<file path="src/rtl/fft8_pkg.sv">
// Shared definitions for the 8-point FFT front end: frame geometry,
// bit-reversal helper and the complex sample payload.
package fft8_pkg;

  localparam int unsigned POINTS = 8;
  localparam int unsigned IDX_W  = 3;
  localparam int unsigned N_DEF  = 4;
  localparam int unsigned W_DEF  = 1 << N_DEF;

  // Complex sample at the default datapath width.
  typedef struct packed {
    logic [W_DEF-1:0] re;
    logic [W_DEF-1:0] im;
  } sample_t;

  // Reverse the three index bits: slot order expected by the butterflies.
  function automatic logic [IDX_W-1:0] bitrev3(input logic [IDX_W-1:0] idx);
    return {idx[0], idx[1], idx[2]};
  endfunction

endpackage

</file>
<file path="src/rtl/fft8_frame_bank.sv">
// 8-slot complex register bank holding one FFT frame.
// Ports:
//   clk, rst      clock, asynchronous active-high reset (clears all slots)
//   we, waddr     write strobe and slot address
//   wdata         {re, im} sample to write
//   out_r, out_i  all slots flattened; slot s at [s*W +: W]
module fft8_frame_bank
  import fft8_pkg::*;
#(
  parameter int unsigned W = W_DEF
) (
  input  logic                  clk,
  input  logic                  rst,
  input  logic                  we,
  input  logic [IDX_W-1:0]      waddr,
  input  logic [2*W-1:0]        wdata,
  output logic [POINTS*W-1:0]   out_r,
  output logic [POINTS*W-1:0]   out_i
);

  logic [W-1:0] re_q [POINTS];
  logic [W-1:0] im_q [POINTS];

  // Slot storage; only the addressed slot updates on a write.
  always_ff @(posedge clk or posedge rst) begin
    if (rst) begin
      for (int s = 0; s < int'(POINTS); s++) begin
        re_q[s] <= '0;
        im_q[s] <= '0;
      end
    end else if (we) begin
      re_q[waddr] <= wdata[2*W-1:W];
      im_q[waddr] <= wdata[W-1:0];
    end
  end

  // Flatten slots onto the parallel frame buses.
  for (genvar s = 0; s < int'(POINTS); s++) begin : g_flat
    assign out_r[s*W +: W] = re_q[s];
    assign out_i[s*W +: W] = im_q[s];
  end

endmodule

</file>
<file path="src/rtl/fft8_input_loader.sv">
// Serial-to-parallel loader for the 8-point FFT. Samples arrive one per
// clock and land in slot bitrev3(index) of the write bank; a completed
// bank is presented as a parallel frame while the other bank fills.
// Ports:
//   clk, rst            clock, asynchronous active-high reset
//   flush               synchronous abort of partial and stored frames
//   in_valid/in_ready   sample stream handshake; in_r/in_i sample data
//   out_valid/out_ready frame handshake; out_r/out_i frame, slot s at [s*W +: W]
module fft8_input_loader
  import fft8_pkg::*;
#(
  parameter  int unsigned N = N_DEF,
  localparam int unsigned W = 1 << N
) (
  input  logic                clk,
  input  logic                rst,
  input  logic                flush,
  input  logic                in_valid,
  output logic                in_ready,
  input  logic [W-1:0]        in_r,
  input  logic [W-1:0]        in_i,
  output logic                out_valid,
  input  logic                out_ready,
  output logic [POINTS*W-1:0] out_r,
  output logic [POINTS*W-1:0] out_i
);

  logic [IDX_W-1:0] wr_cnt, wr_cnt_d;
  logic             wr_bank, wr_bank_d;
  logic             rd_bank, rd_bank_d;
  logic [1:0]       full, full_d;

  logic             wr_acc;
  logic             rd_acc;
  logic [IDX_W-1:0] waddr;
  logic [2*W-1:0]   wdata;
  logic [POINTS*W-1:0] b0_r, b0_i, b1_r, b1_i;

  // Flush blocks both handshakes in its cycle.
  assign in_ready  = !full[wr_bank] && !flush;
  assign out_valid = full[rd_bank];
  assign wr_acc    = in_valid && in_ready;
  assign rd_acc    = out_valid && out_ready && !flush;

  assign waddr = bitrev3(wr_cnt);
  assign wdata = {in_r, in_i};

  // Control registers.
  always_ff @(posedge clk or posedge rst) begin
    if (rst) begin
      wr_cnt  <= '0;
      wr_bank <= 1'b0;
      rd_bank <= 1'b0;
      full    <= 2'b00;
    end else begin
      wr_cnt  <= wr_cnt_d;
      wr_bank <= wr_bank_d;
      rd_bank <= rd_bank_d;
      full    <= full_d;
    end
  end

  // Next-state: write completion and read accept touch different banks,
  // so both may apply in the same cycle.
  always_comb begin
    wr_cnt_d  = wr_cnt;
    wr_bank_d = wr_bank;
    rd_bank_d = rd_bank;
    full_d    = full;
    if (flush) begin
      wr_cnt_d  = '0;
      wr_bank_d = 1'b0;
      rd_bank_d = 1'b0;
      full_d    = 2'b00;
    end else begin
      if (wr_acc) begin
        wr_cnt_d = wr_cnt + IDX_W'(1);
        if (wr_cnt == IDX_W'(POINTS - 1)) begin
          full_d[wr_bank] = 1'b1;
          wr_bank_d       = ~wr_bank;
        end
      end
      if (rd_acc) begin
        full_d[rd_bank] = 1'b0;
        rd_bank_d       = ~rd_bank;
      end
    end
  end

  fft8_frame_bank #(.W(W)) u_bank0 (
    .clk   (clk),
    .rst   (rst),
    .we    (wr_acc && !wr_bank),
    .waddr (waddr),
    .wdata (wdata),
    .out_r (b0_r),
    .out_i (b0_i)
  );

  fft8_frame_bank #(.W(W)) u_bank1 (
    .clk   (clk),
    .rst   (rst),
    .we    (wr_acc && wr_bank),
    .waddr (waddr),
    .wdata (wdata),
    .out_r (b1_r),
    .out_i (b1_i)
  );

  // Present the read bank directly, no output register stage.
  assign out_r = rd_bank ? b1_r : b0_r;
  assign out_i = rd_bank ? b1_i : b0_i;

endmodule
</file>
<file path="config.mk">
export PLATFORM = sky130hd
export DESIGN_NAME = fft8_input_loader
export DESIGN_NICKNAME = d
export VERILOG_FILES = /design/src/rtl/fft8_pkg.sv /design/src/rtl/fft8_frame_bank.sv /design/src/rtl/fft8_input_loader.sv
export SDC_FILE = /design/constraint.sdc
export NUM_CORES = 1
export LEC_CHECK = 0
export CELL_PAD_IN_SITES_DETAIL_PLACEMENT = 1
export CELL_PAD_IN_SITES_GLOBAL_PLACEMENT = 1
export CORE_MARGIN = 2
export CORE_UTILIZATION = 35
export DETAILED_ROUTE_END_ITERATION = 16
export PLACE_DENSITY = 0.67
export SYNTH_ARGS = -nofsm -noshare
export SYNTH_HDL_FRONTEND = slang
export SYNTH_SLANG_ARGS = --single-unit
</file>
<file path="constraint.sdc">
create_clock -name clk -period 25.2 [get_ports clk]
set_input_delay 5.04 -clock clk [delete_from_list [all_inputs] [get_ports clk]]
set_output_delay 5.04 -clock clk [all_outputs]
set_load 0.02 [all_outputs]
</file>
==> impl_metrics.env, run 1 <==
export IMPL_cts_tree="built"
export IMPL_root_buffer="clkbuf_16"
export IMPL_cap_violations=0
export IMPL_ys_flop_type="dfrtp_1"
export IMPL_dieArea_um2=66800
export IMPL_grt_overflow_total=0
export IMPL_dr_pass1_iters=4
export IMPL_place_hpwl_um=38000
export IMPL_utilization_pct=44.3
export IMPL_cp_start_kind="input port"
export IMPL_numPortBuffers=294
export IMPL_ctsHoldBuffers=0
export IMPL_grt_setup_unrepaired="false"
export IMPL_cp_required_ns=20.16
export IMPL_post_drt_wl_per_cell_um=23.4
export IMPL_grt_pass1_wl_um=94300
export IMPL_slowest_stage="clkdlybuf4s50_1"
export IMPL_initial_utilization_pct=35.3
export IMPL_dr_wl_met2_um=29800
export IMPL_p_switching_mw=0.662
export IMPL_fmax_mhz=85.2
export IMPL_path_cells="clkdlybuf4s50_1 -> nor2b_1 -> clkdlybuf4s50_1"
export IMPL_finalSetupViolCount=0
export IMPL_holdWs_ns=0.486
export IMPL_syn_inst=1463
export IMPL_critical_path_arrival_ns=6.70
export IMPL_crit_type="input port to output pin"
export IMPL_syn_area_um2=22700
export IMPL_clock_latency_ns=0.61
export IMPL_met1_length_um=26700
export IMPL_top_layer="met5"
export IMPL_final_antenna_net_count=0
export IMPL_reg2regPathDepth=4
export IMPL_htreeDepth=2
export IMPL_grt_pass1_vias=14916
export IMPL_drv_slew=0
export IMPL_clk_pin_slew_ns=0.06
export IMPL_power_frac_seq_pct=40.3
export IMPL_fp_dieW_um=259
export IMPL_vias_per_cell=4.97
export IMPL_synth_cell_type_count=35
export IMPL_power_clock_fraction_pct=36.4
export IMPL_seq_area_um2=13000
export IMPL_worst_path_stages=3
export IMPL_grt_max_degree=171
export IMPL_slew_headroom_pct=18.2
export IMPL_dpl_cell_area_um2=26400
export IMPL_antennaDiodeCount=0
export IMPL_crit_fanout=15
export IMPL_syn_area_per_cell_um2=15.5
export IMPL_drt_total_wl_um=61600
export IMPL_multi_input_area_um2=9190
export IMPL_route_met3_wl_um=3850
export IMPL_post_cts_resized=0
export IMPL_hp_class="flip-flop to flip-flop"
export IMPL_outcome="completed"
export IMPL_synth_edf_count=0
export IMPL_ir_worst_vdd_mv=0.0558
export IMPL_combPwrFrac_pct=23.3
export IMPL_clock_sinks=519
export IMPL_antenna_found_initial=2
export IMPL_cpPeakStageDelay_ns=0.72
export IMPL_sw_frac_of_total_pct=27.5
export IMPL_synth_nets=1506
export IMPL_crit_path_end_kind="output pin"
export IMPL_ys_warn_count=0
export IMPL_fp_dieH_um=259
export IMPL_intPower_mw=1.75
export IMPL_worst_clock_skew_ns=0.0171
export IMPL_fin_area_um2=28400
export IMPL_async_flop_share_pct=100
export IMPL_pwr_density_cell_nw_per_um2=84.7
export IMPL_gp_congestion=0.704
export IMPL_num_vias=13078
export IMPL_hold_violations=0
export IMPL_stdcell_count=2630
export IMPL_layout_common_cells="742 x mux2_2, 518 x dfrtp_1, 294 x clkdlybuf4s50_1, 59 x clkbuf_16, 22 x buf_4"
export IMPL_drt_iter0_markers=505
export IMPL_nets=1770
export IMPL_total_power_mw=2.41
export IMPL_core_area_um2=64200
export IMPL_cts_buffer_depth=3
export IMPL_worst_pin_slew_ns=1.23
export IMPL_preCtsSetupSlack_ns=13.48
export IMPL_fillers=6327
export IMPL_p_leak_nw=13.1
export IMPL_hold_path_cell_count=1
export IMPL_post_cts_buffers=0
export IMPL_drcViolationCount=0
export IMPL_reg2reg_slack_ns=22.02
export IMPL_mostFrequentLayoutCell="mux2_2"
export IMPL_crit_top_cell="clkdlybuf4s50_1"
export IMPL_timing_final_crit_share_pct=46.6
export IMPL_cts_buffers=59
export IMPL_layout_setup_ws_ns=13.46
export IMPL_synth_seq_cells=519
export IMPL_fp_row_count=93
export IMPL_ios=295
export IMPL_drive_above_1_share_pct=50.8
export IMPL_fin_tns_setup_ns=0
export IMPL_syn_to_final_growth_pct=25.4
export IMPL_crit_family="buffers and inverters"
export IMPL_grt_usage_pct=18.6
export IMPL_crit_buf_inv=2
export IMPL_placed_cells=2521
export IMPL_min_period_ns=11.74
export IMPL_ys_seq_area_share_pct=57.3
[routing by layer]
metal	up-vias	GRT usage [%]
met5	-	0
met4	4	4.45
met3	84	5.30
met2	251	31.2
met1	7002	23.7
li1	5737	-
[cell usage after synthesis, types with 4 or more instances]
cell type / count / area [µm²]
buf_4: 15 / 113
mux2_2: 742 / 8360
nor2_1: 9 / 33.8
ha_1: 6 / 75.1
nand3_1: 4 / 20.0
dfrtp_1: 519 / 13000
buf_6: 4 / 45.0
mux2_1: 8 / 90.1
inv_1: 5 / 18.8
clkbuf_1: 65 / 244
buf_1: 4 / 15.0
mux2_4: 19 / 285
a21oi_1: 4 / 20.0
buf_2: 27 / 135
nand2_1: 4 / 15.0
[logic make-up (layout without fill, tap and decap cells)]
family          Yosys count  count (layout)  synth area share (%)
simple gates             36              36                 0.971
flops                   519             519                  57.3
buf+inv                 120             432                  2.52
compound gates           12              12                 0.337
fa+ha+maj                 6               6                 0.331
mux                     770             770                  38.6
[final timing paths]
path / from / endpoint
max in group asynchronous: rst / u_bank0.out_i[90]
max: flush / in_ready
min reg2reg: u_bank0.out_i[36] / u_bank0.out_i[36]
min: u_bank0.out_i[36] / u_bank0.out_i[36]
max reg2reg: wr_bank / u_bank1.out_r[39]
min in group asynchronous: rst / u_bank0.out_r[61]
[final cells by class]
| class | count | area share [%] |
|---|---|---|
| clock buffer | 86 | 6.11 |
| clock inverter | 23 | 0.950 |
| inverter | 5 | 0.0924 |
| multi-input combinational | 824 | 32.3 |
| sequential | 519 | 45.7 |
| tap | 855 | 3.76 |
| timing repair buffer | 318 | 11.1 |
[registers in the layout (all words and copies together), names as in the netlist]
register,count
u_bank0.out_r,128
rd_bank,1
u_bank1.out_r,128
u_bank0.out_i,128
wr_cnt,3
u_bank1.out_i,128
wr_bank,1
full,2
[power by group through the flow]
stage	combinational, mW	sequential (mW)	clock, mW
CTS	0.571	0.972	0.904
global placement	0.559	0.978	0
global route	0.595	0.985	0.940
finish	0.561	0.971	0.876
detailed placement	0.566	0.986	0
floorplan	0.319	0.972	0
(Power assumes the default switching activity.)
==> run 2: changes to the inputs <==
- PLACE_DENSITY: 0.67 -> 0.7
- clock period: 25.2 -> 9.48 ns (I/O delays scaled with it)
==> run 2 against run 1 <==
- register-to-register slack worse by 16 ns
- sequential cell count unchanged
- wire length up 0.20%
- die area unchanged
- total power rose to 2.6 times the previous value
- critical path depth unchanged
- hold slack better by 0.0014 ns
- critical path type unchanged
- highest routed layer unchanged
==> impl_metrics.env, run 2 (synthesis gave the netlist of run 1 again) <==
export IMPL_fp_row_count=93
export IMPL_fin_tns_setup_ns=0
export IMPL_crit_buf_inv=2
export IMPL_antenna_found_initial=3
export IMPL_worst_pin_slew_ns=1.27
export IMPL_ios=295
export IMPL_core_area_um2=64200
export IMPL_timing_final_crit_share_pct=56.9
export IMPL_clock_latency_ns=0.63
export IMPL_pwr_density_cell_nw_per_um2=224
export IMPL_drt_total_wl_um=61700
export IMPL_grt_use_met3_pct=5.46
export IMPL_utilization_pct=44.2
export IMPL_grt_pass1_vias=14908
export IMPL_finalSetupViolCount=0
export IMPL_num_vias=13039
export IMPL_grt_max_degree=185
export IMPL_top_usage_layer="met2"
export IMPL_met2_usage_pct=31.7
export IMPL_nets=1766
export IMPL_p_leak_nw=13.1
export IMPL_crit_family="buffers and inverters"
export IMPL_gr_usage_met1_pct=23.5
export IMPL_slowest_stage="clkdlybuf4s50_1"
export IMPL_post_cts_buffers=0
export IMPL_cpPeakStageDelay_ns=0.70
export IMPL_min_period_ns=5.40
export IMPL_ctsHoldBuffers=0
export IMPL_crit_path_end_kind="output pin"
export IMPL_grt_pass1_wl_um=95000
export IMPL_dieArea_um2=66800
export IMPL_crit_fanout=15
export IMPL_path_cells="clkdlybuf4s50_1 -> nor2b_1 -> clkdlybuf4s50_1"
export IMPL_hp_class="flip-flop to flip-flop"
export IMPL_critical_path_arrival_ns=3.50
export IMPL_numPortBuffers=294
export IMPL_drive_above_1_share_pct=50.4
export IMPL_worst_clock_skew_ns=0.0190
export IMPL_slew_headroom_pct=15.6
export IMPL_cp_start_kind="input port"
export IMPL_mostFrequentLayoutCell="mux2_2"
export IMPL_fp_dieH_um=259
export IMPL_syn_to_final_growth_pct=25.3
export IMPL_place_hpwl_um=38100
export IMPL_drv_slew=0
export IMPL_clk_pin_slew_ns=0.06
export IMPL_fp_dieW_um=259
export IMPL_cp_required_ns=7.58
export IMPL_grt_setup_unrepaired="false"
export IMPL_fmax_mhz=185
export IMPL_final_antenna_net_count=0
export IMPL_post_cts_resized=0
export IMPL_hold_violations=0
export IMPL_root_buffer="clkbuf_16"
export IMPL_layout_common_cells="742 x mux2_2, 518 x dfrtp_1, 294 x clkdlybuf4s50_1, 58 x clkbuf_16"
export IMPL_drt_iter0_markers=537
export IMPL_outcome="completed"
export IMPL_cts_tree="built"
export IMPL_cts_buffers=57
export IMPL_initial_utilization_pct=35.3
export IMPL_gp_congestion=0.714
export IMPL_ir_worst_vdd_mv=0.128
export IMPL_cap_violations=0
export IMPL_vias_per_cell=4.97
export IMPL_crit_type="input port to output pin"
export IMPL_drcViolationCount=0
export IMPL_grt_usage_pct=18.7
export IMPL_clock_sinks=519
export IMPL_crit_top_cell="clkdlybuf4s50_1"
export IMPL_antennaDiodeCount=0
export IMPL_grt_overflow_total=0
export IMPL_dr_pass1_iters=4
export IMPL_post_drt_wl_per_cell_um=23.5
export IMPL_htreeDepth=2
export IMPL_cts_buffer_depth=3
==> run 2: cell count changes in the layout (fill, tap and decap cells not counted) <==
cell,change
buf_4,-3
inv_16,-1
clkinv_16,+2
clkinv_4,-1
clkinvlp_4,-1
clkbuf_1,+4
clkbuf_16,-1
clkbuf_8,+1
inv_6,-1
inv_8,-1
clkinv_2,-5
buf_12,+1
==> run 2: path summary, 6_finish.rpt <==
check                                  start                 to  slack [ns]  cells past startpoint
setup / recovery                       flush           in_ready        4.08                      3
hold / removal             u_bank0.out_i[44]  u_bank0.out_i[44]        0.49                      1
setup reg to reg                     wr_bank  u_bank1.out_r[77]        6.44                      4
hold reg to reg            u_bank0.out_i[44]  u_bank0.out_i[44]        0.49                      1
max in group asynchronous                rst  u_bank0.out_i[13]        5.59                      4
min in group asynchronous                rst  u_bank0.out_r[11]        1.67                      2
==> run 2: power breakdown <==
part	total (mW)	switching, mW	leakage (nW)	internal [mW]
registers	2.58	0.120	6.97	2.46
logic	1.49	0.712	5.14	0.775
clock network	2.31	0.914	0.976	1.40
==> run 2: layout make-up <==
cell class / count / area, µm²
multi-input combinational: 824 / 9190
inverter: 5 / 22.5
timing repair buffer: 316 / 3150
tap: 855 / 1070
clock buffer: 90 / 1740
clock inverter: 15 / 253
fill: 6336 / 35800
sequential: 519 / 13000
==> run 2: through the flow <==
stage / worst slack (ns) / area, µm² / std cells / hold WS, ns / total power, mW
CTS: 4.02 / 28400 / 2624 / 0.490 / 6.48
global placement: 4.10 / 26400 / 2519 / 0.463 / 4.09
floorplan: 0.534 / 22700 / 1463 / 0.452 / 3.43
finish: 4.08 / 28400 / 2624 / 0.487 / 6.38
global route: 3.92 / 28400 / 2624 / 0.506 / 6.67
detailed placement: 4.09 / 26400 / 2519 / 0.473 / 4.12
==> run 2: worst register-to-register path: stages (launching register included) <==
cell and delay [ns]:
dfrtp_1 0.52, or3b_1 0.60, nor3_4 0.89, buf_4 0.50
mux2_2 0.41
==> run 2: routing by layer <==
metal  wire (µm)  vias up
li1            -     5733
met2       30500      246
met4        1120        4
met3        3880       73
met1       26200     6983
met5          23        -
